==> config.mk <==
export PLATFORM = sky130hd
export DESIGN_NAME = neuron_accumulator_flat
export DESIGN_NICKNAME = d
export VERILOG_FILES = /design/src/rtl/neuron_accumulator_pkg.sv /design/src/rtl/neuron_accumulator_if.sv /design/src/rtl/neuron_accumulator_shift_saturate.sv /design/src/rtl/neuron_accumulator.sv /design/src/flat_wrapper.sv
export SDC_FILE = /design/constraint.sdc
export NUM_CORES = 1
export LEC_CHECK = 0
export BUFFER_PORTS_ARGS = -buffer_cell sky130_fd_sc_hd__buf_2
export CORE_ASPECT_RATIO = 2
export CORE_MARGIN = 2
export CORE_UTILIZATION = 35
export CTS_CLUSTER_DIAMETER = 50
export DETAILED_ROUTE_END_ITERATION = 10
export SLEW_MARGIN = 30
export SYNTH_ARGS = -nofsm -noshare
export SYNTH_HDL_FRONTEND = slang
export SYNTH_SLANG_ARGS = --single-unit
==> constraint.sdc <==
create_clock -name clk_in -period 3.6 [get_ports clk_in]
set_clock_uncertainty 0.05 [all_clocks]
set_input_delay 0.72 -clock clk_in [delete_from_list [all_inputs] [get_ports clk_in]]
set_output_delay 0.72 -clock clk_in [all_outputs]
set_load 0.02 [all_outputs]
==> src/rtl/neuron_accumulator_pkg.sv <==
// Shared types, widths and arithmetic helpers for the
// neuron accumulator slice.
package nn_pkg;

  localparam int DATA_W  = 17;
  localparam int ACC_W   = 32;
  localparam int OUT_W   = 16;
  localparam int FRAC_SH = 8;

  typedef enum logic [1:0] {
    IDLE,
    ACCUM,
    ROUND,
    HOLD
  } acc_state_t;

  typedef struct packed {
    logic [ACC_W-1:0] val;
    logic             ovf;
  } acc_sum_t;

  typedef struct packed {
    logic [OUT_W-1:0] val;
    logic             clamp;
  } act_t;

  localparam logic signed [ACC_W-1:0] OUT_MAX =
    ACC_W'((2 ** (OUT_W - 1)) - 1);
  localparam logic signed [ACC_W-1:0] OUT_MIN =
    ACC_W'(-(2 ** (OUT_W - 1)));

  // One guard bit exposes overflow; the sum then pins to the rail.
  function automatic acc_sum_t sat_add(
    input logic signed [ACC_W-1:0] a,
    input logic signed [ACC_W-1:0] b
  );
    logic [ACC_W:0] s;
    acc_sum_t       r;
    s = {a[ACC_W-1], a} + {b[ACC_W-1], b};
    r.ovf = s[ACC_W] ^ s[ACC_W-1];
    if (!r.ovf)
      r.val = s[ACC_W-1:0];
    else if (s[ACC_W])
      r.val = {1'b1, {(ACC_W-1){1'b0}}};
    else
      r.val = {1'b0, {(ACC_W-1){1'b1}}};
    return r;
  endfunction

  function automatic act_t shift_saturate(
    input logic signed [ACC_W-1:0] acc,
    input logic                    relu,
    input int unsigned             sh
  );
    logic signed [ACC_W-1:0] s;
    act_t                    r;
    s = acc >>> sh;
    if (relu && s[ACC_W-1])
      s = '0;
    r.clamp = 1'b0;
    r.val   = s[OUT_W-1:0];
    if (s > OUT_MAX) begin
      r.val   = OUT_MAX[OUT_W-1:0];
      r.clamp = 1'b1;
    end else if (s < OUT_MIN) begin
      r.val   = OUT_MIN[OUT_W-1:0];
      r.clamp = 1'b1;
    end
    return r;
  endfunction

endpackage

==> src/rtl/neuron_accumulator_if.sv <==
// Beat input and result output handshakes of the
// neuron accumulator.
interface neuron_accumulator_if
  import nn_pkg::*;
#(
  parameter int DATA_WIDTH = DATA_W,
  parameter int ACC_WIDTH  = ACC_W,
  parameter int OUT_WIDTH  = OUT_W
) ();

  logic signed [ACC_WIDTH-1:0]  bias_in;
  logic signed [DATA_WIDTH-1:0] data_in;
  logic                         valid_in;
  logic                         last_in;
  logic                         relu_en_in;
  logic                         ready_out;
  logic signed [OUT_WIDTH-1:0]  result_out;
  logic                         sat_out;
  logic                         valid_out;
  logic                         ready_in;

  modport master (
    output bias_in, data_in, valid_in,
    output last_in, relu_en_in, ready_in,
    input  ready_out, result_out,
    input  sat_out, valid_out
  );

  modport slave (
    input  bias_in, data_in, valid_in,
    input  last_in, relu_en_in, ready_in,
    output ready_out, result_out,
    output sat_out, valid_out
  );

endinterface

==> src/rtl/neuron_accumulator_shift_saturate.sv <==
// Combinational fixed-point rescale, optional ReLU
// and clamp of the accumulator into the result width.
module nn_shift_saturate
  import nn_pkg::*;
#(
  parameter int FRAC_SHIFT = FRAC_SH
) (
  input  logic signed [ACC_W-1:0] acc,
  input  logic                    relu_en,
  output logic signed [OUT_W-1:0] result,
  output logic                    clamp
);

  act_t act;

  assign act    = shift_saturate(acc, relu_en, FRAC_SHIFT);
  assign result = act.val;
  assign clamp  = act.clamp;

endmodule

==> src/rtl/neuron_accumulator.sv <==
// Bias-seeded saturating accumulator of adder-tree sums,
// emitting one rescaled activation per neuron.
module neuron_accumulator
  import nn_pkg::*;
#(
  parameter int DATA_WIDTH = DATA_W,
  parameter int ACC_WIDTH  = ACC_W,
  parameter int OUT_WIDTH  = OUT_W,
  parameter int FRAC_SHIFT = FRAC_SH
) (
  input logic                 clk_in,
  input logic                 rst_n_in,
  neuron_accumulator_if.slave bus
);

  acc_state_t                  state;
  logic signed [ACC_WIDTH-1:0] acc;
  logic                        sticky;
  logic                        relu_q;

  logic signed [ACC_WIDTH-1:0] data_ext;
  logic signed [ACC_WIDTH-1:0] add_base;
  acc_sum_t                    sum;
  logic signed [OUT_WIDTH-1:0] act_val;
  logic                        act_clamp;
  logic                        take;

  assign data_ext = {
    {(ACC_WIDTH-DATA_WIDTH){bus.data_in[DATA_WIDTH-1]}},
    bus.data_in
  };

  // The first beat of a neuron adds onto the bias, not the old acc.
  assign add_base = (state == IDLE) ? bus.bias_in : acc;
  assign sum      = sat_add(add_base, data_ext);

  assign bus.ready_out = (state == IDLE) || (state == ACCUM);
  assign take          = bus.valid_in && bus.ready_out;

  nn_shift_saturate #(
    .FRAC_SHIFT(FRAC_SHIFT)
  ) u_shift_sat (
    .acc     (acc),
    .relu_en (relu_q),
    .result  (act_val),
    .clamp   (act_clamp)
  );

  always_ff @(posedge clk_in or negedge rst_n_in) begin
    if (!rst_n_in) begin
      state          <= IDLE;
      acc            <= '0;
      sticky         <= 1'b0;
      relu_q         <= 1'b0;
      bus.result_out <= '0;
      bus.sat_out    <= 1'b0;
      bus.valid_out  <= 1'b0;
    end else begin
      unique case (state)
        IDLE, ACCUM: begin
          if (take) begin
            acc <= sum.val;
            if (state == IDLE)
              sticky <= sum.ovf;
            else
              sticky <= sticky | sum.ovf;
            if (bus.last_in) begin
              relu_q <= bus.relu_en_in;
              state  <= ROUND;
            end else begin
              state  <= ACCUM;
            end
          end
        end
        ROUND: begin
          bus.result_out <= act_val;
          bus.sat_out    <= act_clamp | sticky;
          bus.valid_out  <= 1'b1;
          state          <= HOLD;
        end
        HOLD: begin
          if (bus.ready_in) begin
            bus.valid_out <= 1'b0;
            state         <= IDLE;
          end
        end
        default: state <= IDLE;
      endcase
    end
  end

endmodule

==> src/flat_wrapper.sv <==
// flat-port wrapper written by rule: the top's interface ports become plain ports
module neuron_accumulator_flat import nn_pkg::*;
#(
  parameter int DATA_WIDTH = DATA_W,
  parameter int ACC_WIDTH  = ACC_W,
  parameter int OUT_WIDTH  = OUT_W,
  parameter int FRAC_SHIFT = FRAC_SH
)
  (clk_in, rst_n_in, bus_bias_in, bus_data_in, bus_valid_in, bus_last_in, bus_relu_en_in, bus_ready_in, bus_ready_out, bus_result_out, bus_sat_out, bus_valid_out);
  neuron_accumulator_if #(.DATA_WIDTH(DATA_WIDTH), .ACC_WIDTH(ACC_WIDTH), .OUT_WIDTH(OUT_WIDTH)) bus_i ();
  input logic clk_in;
  input logic rst_n_in;
  input wire logic [$bits(bus_i.bias_in)-1:0] bus_bias_in;
  input wire logic [$bits(bus_i.data_in)-1:0] bus_data_in;
  input wire logic [$bits(bus_i.valid_in)-1:0] bus_valid_in;
  input wire logic [$bits(bus_i.last_in)-1:0] bus_last_in;
  input wire logic [$bits(bus_i.relu_en_in)-1:0] bus_relu_en_in;
  input wire logic [$bits(bus_i.ready_in)-1:0] bus_ready_in;
  output wire logic [$bits(bus_i.ready_out)-1:0] bus_ready_out;
  output wire logic [$bits(bus_i.result_out)-1:0] bus_result_out;
  output wire logic [$bits(bus_i.sat_out)-1:0] bus_sat_out;
  output wire logic [$bits(bus_i.valid_out)-1:0] bus_valid_out;
  assign bus_i.bias_in = bus_bias_in;
  assign bus_i.data_in = bus_data_in;
  assign bus_i.valid_in = bus_valid_in;
  assign bus_i.last_in = bus_last_in;
  assign bus_i.relu_en_in = bus_relu_en_in;
  assign bus_i.ready_in = bus_ready_in;
  assign bus_ready_out = bus_i.ready_out;
  assign bus_result_out = bus_i.result_out;
  assign bus_sat_out = bus_i.sat_out;
  assign bus_valid_out = bus_i.valid_out;
  neuron_accumulator #(.DATA_WIDTH(DATA_WIDTH), .ACC_WIDTH(ACC_WIDTH), .OUT_WIDTH(OUT_WIDTH), .FRAC_SHIFT(FRAC_SHIFT)) u_core (.clk_in(clk_in), .rst_n_in(rst_n_in), .bus(bus_i));
endmodule
# After elaboration in Yosys (flattened, before gate mapping)
# Cells that the tools add are included.
# word_totals
ff_bits	54
out_inout_bits	19
elab_cells	41
# classes
bitwise_logic	3
reduce_logical	10
magnitude_cmp	2
n_mux	13
n_addsub	1
eq_ne	5
# op_table
operator	n
$mux 32	4
$mux 17	2
$add 32x17->33	1
$gt 32x16->1 const B	1
$lt 32x16->1 const B	1
$mux 2	3
$pmux 2 s3	1
$reduce_and 2->1	3
$eq 2x2->1 const B	2
$reduce_and 3->1	1
$eq 2x1->1 const B	1
$logic_and 1x1->1	2
$logic_not 2->1	1
$mux 1	2
$ne 2x1->1 const B	1
$ne 2x2->1 const B	1
$or 1x1->1	2
$pmux 1 s2	1
$reduce_bool 2->1	1
$reduce_or 2->1	1
$logic_or 1x1->1	1
$xor 1x1->1	1

# Logic depth before layout (Yosys ltp)
# logic_depth
ltp_word	6
depth_mapped	15
mapped_depth_nobuf	13

# By module
# Synthesis repeated with hierarchy kept, for this count alone.
# unflattened
cells_unflattened	507
hier_area_um2	4495.6
# modules_own_cells
mod	seq_area_each_um2	instances	area_per_inst_um2	cells_per_inst
neuron_accumulator	1351.3	1	4285.4	481
nn_shift_saturate	0.0	1	210.2	26

# Worst setup path before layout
# OpenSTA, ideal clock, no wires.
# synth_timing
path_kind	register to register
startpoint	reg u_core.state[1]
endpoint	reg u_core.acc[2]
synth_period_minus_slack_ps	3867
setup_time_ps	121
arrival_ps	3696
n_path_buf	2
slack_ps	-267
stages_incl_launch_ff	16
path_cell_list	dfrtp_1 > nor2_1 > clkbuf_1 > mux2_2 > ha_1 > fa_1 > a21o_1 > a221oi_2 > a211oi_1 > o21bai_1 > o211ai_1 > nand2_1 > nor2_4 > buf_6 > nor2_1 > o21ai_1
# synth_via
elab_chain_len	5
# synth_rtl
element	line	rtl
start, declared	neuron_accumulator.sv:16	acc_state_t state;
start signal, assigned	neuron_accumulator.sv:51	state <= IDLE;
start signal, assigned	neuron_accumulator.sv:69	state <= ROUND;
start signal, assigned	neuron_accumulator.sv:71	state <= ACCUM;
$logic_not 2->1	neuron_accumulator.sv:34, neuron_accumulator.sv:37, neuron_accumulator.sv:59	
$mux 32	neuron_accumulator.sv:34	assign add_base = (state == IDLE) ? bus.bias_in : acc;
$add 32x17->33	neuron_accumulator_pkg.sv:39	s = {a[ACC_W-1], a} + {b[ACC_W-1], b};
$mux 32 or $xor 1x1->1 (tied branches)	neuron_accumulator_pkg.sv:43, neuron_accumulator_pkg.sv:40	
$mux 32	neuron_accumulator_pkg.sv:41	if (!r.ovf)
end signal, assigned	neuron_accumulator.sv:62	acc <= sum.val;
end, declared	neuron_accumulator.sv:17	logic signed [ACC_WIDTH-1:0] acc;
# Parallel ways exist; a longest one is shown, timed or not.
# A chain may end at the register's enable or synchronous reset.

# Final worst setup path
# layout_timing
startpoint	reg u_core.state[1]
endpoint	reg u_core.acc[4]
# The elaborated chain is that of the path after synthesis.

==> results.md <==
* Status: completed
* Clock sink total at 54
* Max Cap Viol at 0
* TritonCTS clock tree: built
* Vias per cell at between 5 and 6
* GRT Util Overall at 19.8%
* Critical path launch point type: flop
* Slew @ Worst Pin at 905 ps
* Avg Inst Size Synth at approximately 8.5 um^2
* Routed via count at about 4400
* FF+latch area at around 1400 um^2
* Fmax at 0.285 GHz
* Setup CP Type: flop to flop
* Syn nets at between 600 and 700
* Pre-CTS setup slack at -275 ps
* Rows at 58
* Top Ports at 74
* Synth warnings at 0
* Fin. max-slew vios at 0
* Yosys cell types at 57
* DRT antenna net count at 0
* DR pass1 iterations at 4
* Avg WL per Cell at approximately 17 um
* Hold WC Path Type: input pin to async pin
* Final Hold Viols at 0
* Fraction of layout cells with a size suffix above 1 at 39.8%
* Layout Nets at 758
* Setup Viol. Count Final at 0
* Crit end category: flop
* Die width at 83.4 um
* Yosys reg bits at 54
* Most common flop cell mapped by yosys: dfrtp_1
* Crit path max fanout at 8
* Post-synthesis sequential area ratio at 30.7%
* Asr flop ratio synth at 100%
* Period utilisation layout at 97.5%
* Fillcell total at 1184
* Initial Utilization at 35.5%
* Clk Latency, worst-skew pair at 300 ps
* DR DRC count at 0
* Most frequent cells in the layout: buf_4, buf_2, nand2_1, dfrtp_1, nor2_1
* Clk root buf: clkbuf_16
* CP Data Arrival Time at 3650 ps
* Max clock buf depth at 2
* Gr ovfl total at 0
* RSZ-0062 raised after global routing: true
* Post-layout minimum cycle time at 3510 ps
* Antenna diodes at 0
* Mapped Cells at just over 500
* Number of global-route vias before repair at 4258
* Global-route wire length before repair at 21.7 mm
* Die height at 163 um
* Pin count of the biggest net entering global routing at 41
* Final HPWL from detailed placement at 10.4 mm
* Most common cell after layout, fill and taps aside: buf_4
* Endpoint required time on the critical path at around 3700 ps
* Post-synth EDFFs at 0
* Area delta synth->final at 41.2%
* Synthesized area at 4410 um^2
* Final worst setup slack at 91.1 ps
* Die area at 13600 um^2
* H-Tree Depth at 2
* Total CTS buffers at 5
* Initial antenna violation count at 0
* Port Buffers at 73
* Initial DRC count at 283
* Worst relative slew slack at 39.5%
* CTS clk-pin slew, worst paths at 70 ps
* Multi-input gate area at 3350 um^2
* Core area at 12400 um^2
* Drt total wl at 13.8 mm
* GPL Wtd Cong at 0.956
-- repair_timing --
action,4_1_cts,5_1_grt
pin swaps,17,25
hold buffers,0,0
cloned,2,1
resized for setup,31,67
endpoints found under the setup margin,31,32
buffers inserted,6,8
-- layer usage --
metal | part of all wire, % | GRT usage (%)
met5 | 0 | 0
met4 | 2.3 | 6.04
met2 | 49 | 34.0
met3 | 4.1 | 2.28
met1 | 44 | 25.9
-- per-stage QoR --
stage	instance area (um^2)	instances	TNS, ps	utilization (%)	hold slack [ps]
5_1_grt	6220	821	-276	50.2	447
2_1_floorplan	4420	518	0	-	374
6_report	6220	821	0	50.2	413
4_1_cts	5860	815	0	47.2	431
3_3_place_gp	5460	799	-789	44.0	405
3_5_place_dp	5460	799	-3580	44.0	416
-- Yosys cell counts (5+ instances only) --
cell type | instances | area share [%]
a211o_1 | 5 | 0.99
a211oi_1 | 5 | 0.85
a21o_1 | 16 | 2.7
a21oi_1 | 46 | 5.2
buf_2 | 6 | 0.68
clkbuf_1 | 11 | 0.94
dfrtp_1 | 54 | 31
ha_1 | 32 | 9.1
inv_1 | 11 | 0.94
maj3_1 | 5 | 1.1
mux2_2 | 33 | 8.4
nand2_1 | 70 | 6.0
nand3_1 | 6 | 0.68
nand4_1 | 6 | 0.85
nor2_1 | 56 | 4.8
nor3_1 | 5 | 0.57
o21a_1 | 7 | 1.2
o21ai_0 | 28 | 3.2
o21ai_1 | 27 | 3.1
xnor2_1 | 19 | 3.8
xor2_1 | 9 | 1.8
-- kinds of logic (layout without fill, tap and decap cells) --
| group | after synthesis | after routing | synth area share [%] |
|---|---|---|---|
| and+or+nand+nor | 167 | 169 | 16.9 |
| AOI/OAI and AO/OA | 165 | 165 | 24.0 |
| DFF | 54 | 54 | 30.7 |
| adders and majority gates | 38 | 38 | 10.7 |
| muxes | 34 | 34 | 8.66 |
| buffers and inverters | 32 | 183 | 3.58 |
| xor gates and xnor gates | 28 | 28 | 5.56 |
-- state kept, by name, indices dropped and copies added (netlist names) --
signal                 flops
u_core.relu_q              1
u_core.bus.result_out     16
u_core.bus.sat_out         1
u_core.sticky              1
u_core.state               2
u_core.bus.valid_out       1
u_core.acc                32
-- critical path, stage by stage (launching register included) --
cell	delay, ps
dfrtp_1	410
nor2_4	180
buf_12	170
buf_8	120
mux2_2	330
ha_1	330
nand3_1	160
a2111oi_4	360
and3b_2	280
a211o_1	340
o211ai_4	170
buf_12	150
nor2_4	30
buf_8	140
nor2_2	110
o21ai_1	60
-- final timing paths --
path / start / endpoint / slack (ps) / cells after the start
worst max register to register: u_core.state[1] / u_core.acc[4] / 90 / 15
worst min-delay path: rst_n_in / u_core.acc[10] / 410 / 1
min in group clk_in: u_core.bus.valid_out / u_core.bus.valid_out / 430 / 1
max in group asynchronous: rst_n_in / u_core.relu_q / 2300 / 2
worst max-delay path: u_core.state[1] / u_core.acc[4] / 90 / 15
worst min register to register: u_core.bus.valid_out / u_core.bus.valid_out / 430 / 1
-- cell type report --
type	instances	area share [%]
Sequential cell	54	21.7
Tap cell	150	3.02
Multi-Input combinational cell	434	53.9
Inverter	11	0.663
Clock buffer	7	2.13
Clock inverter	1	0.482
Timing Repair Buffer	164	18.1
Power is left out: the tool's default activity adds up to more than one toggle a clock period on the data nets, which glitch-free logic cannot reach.
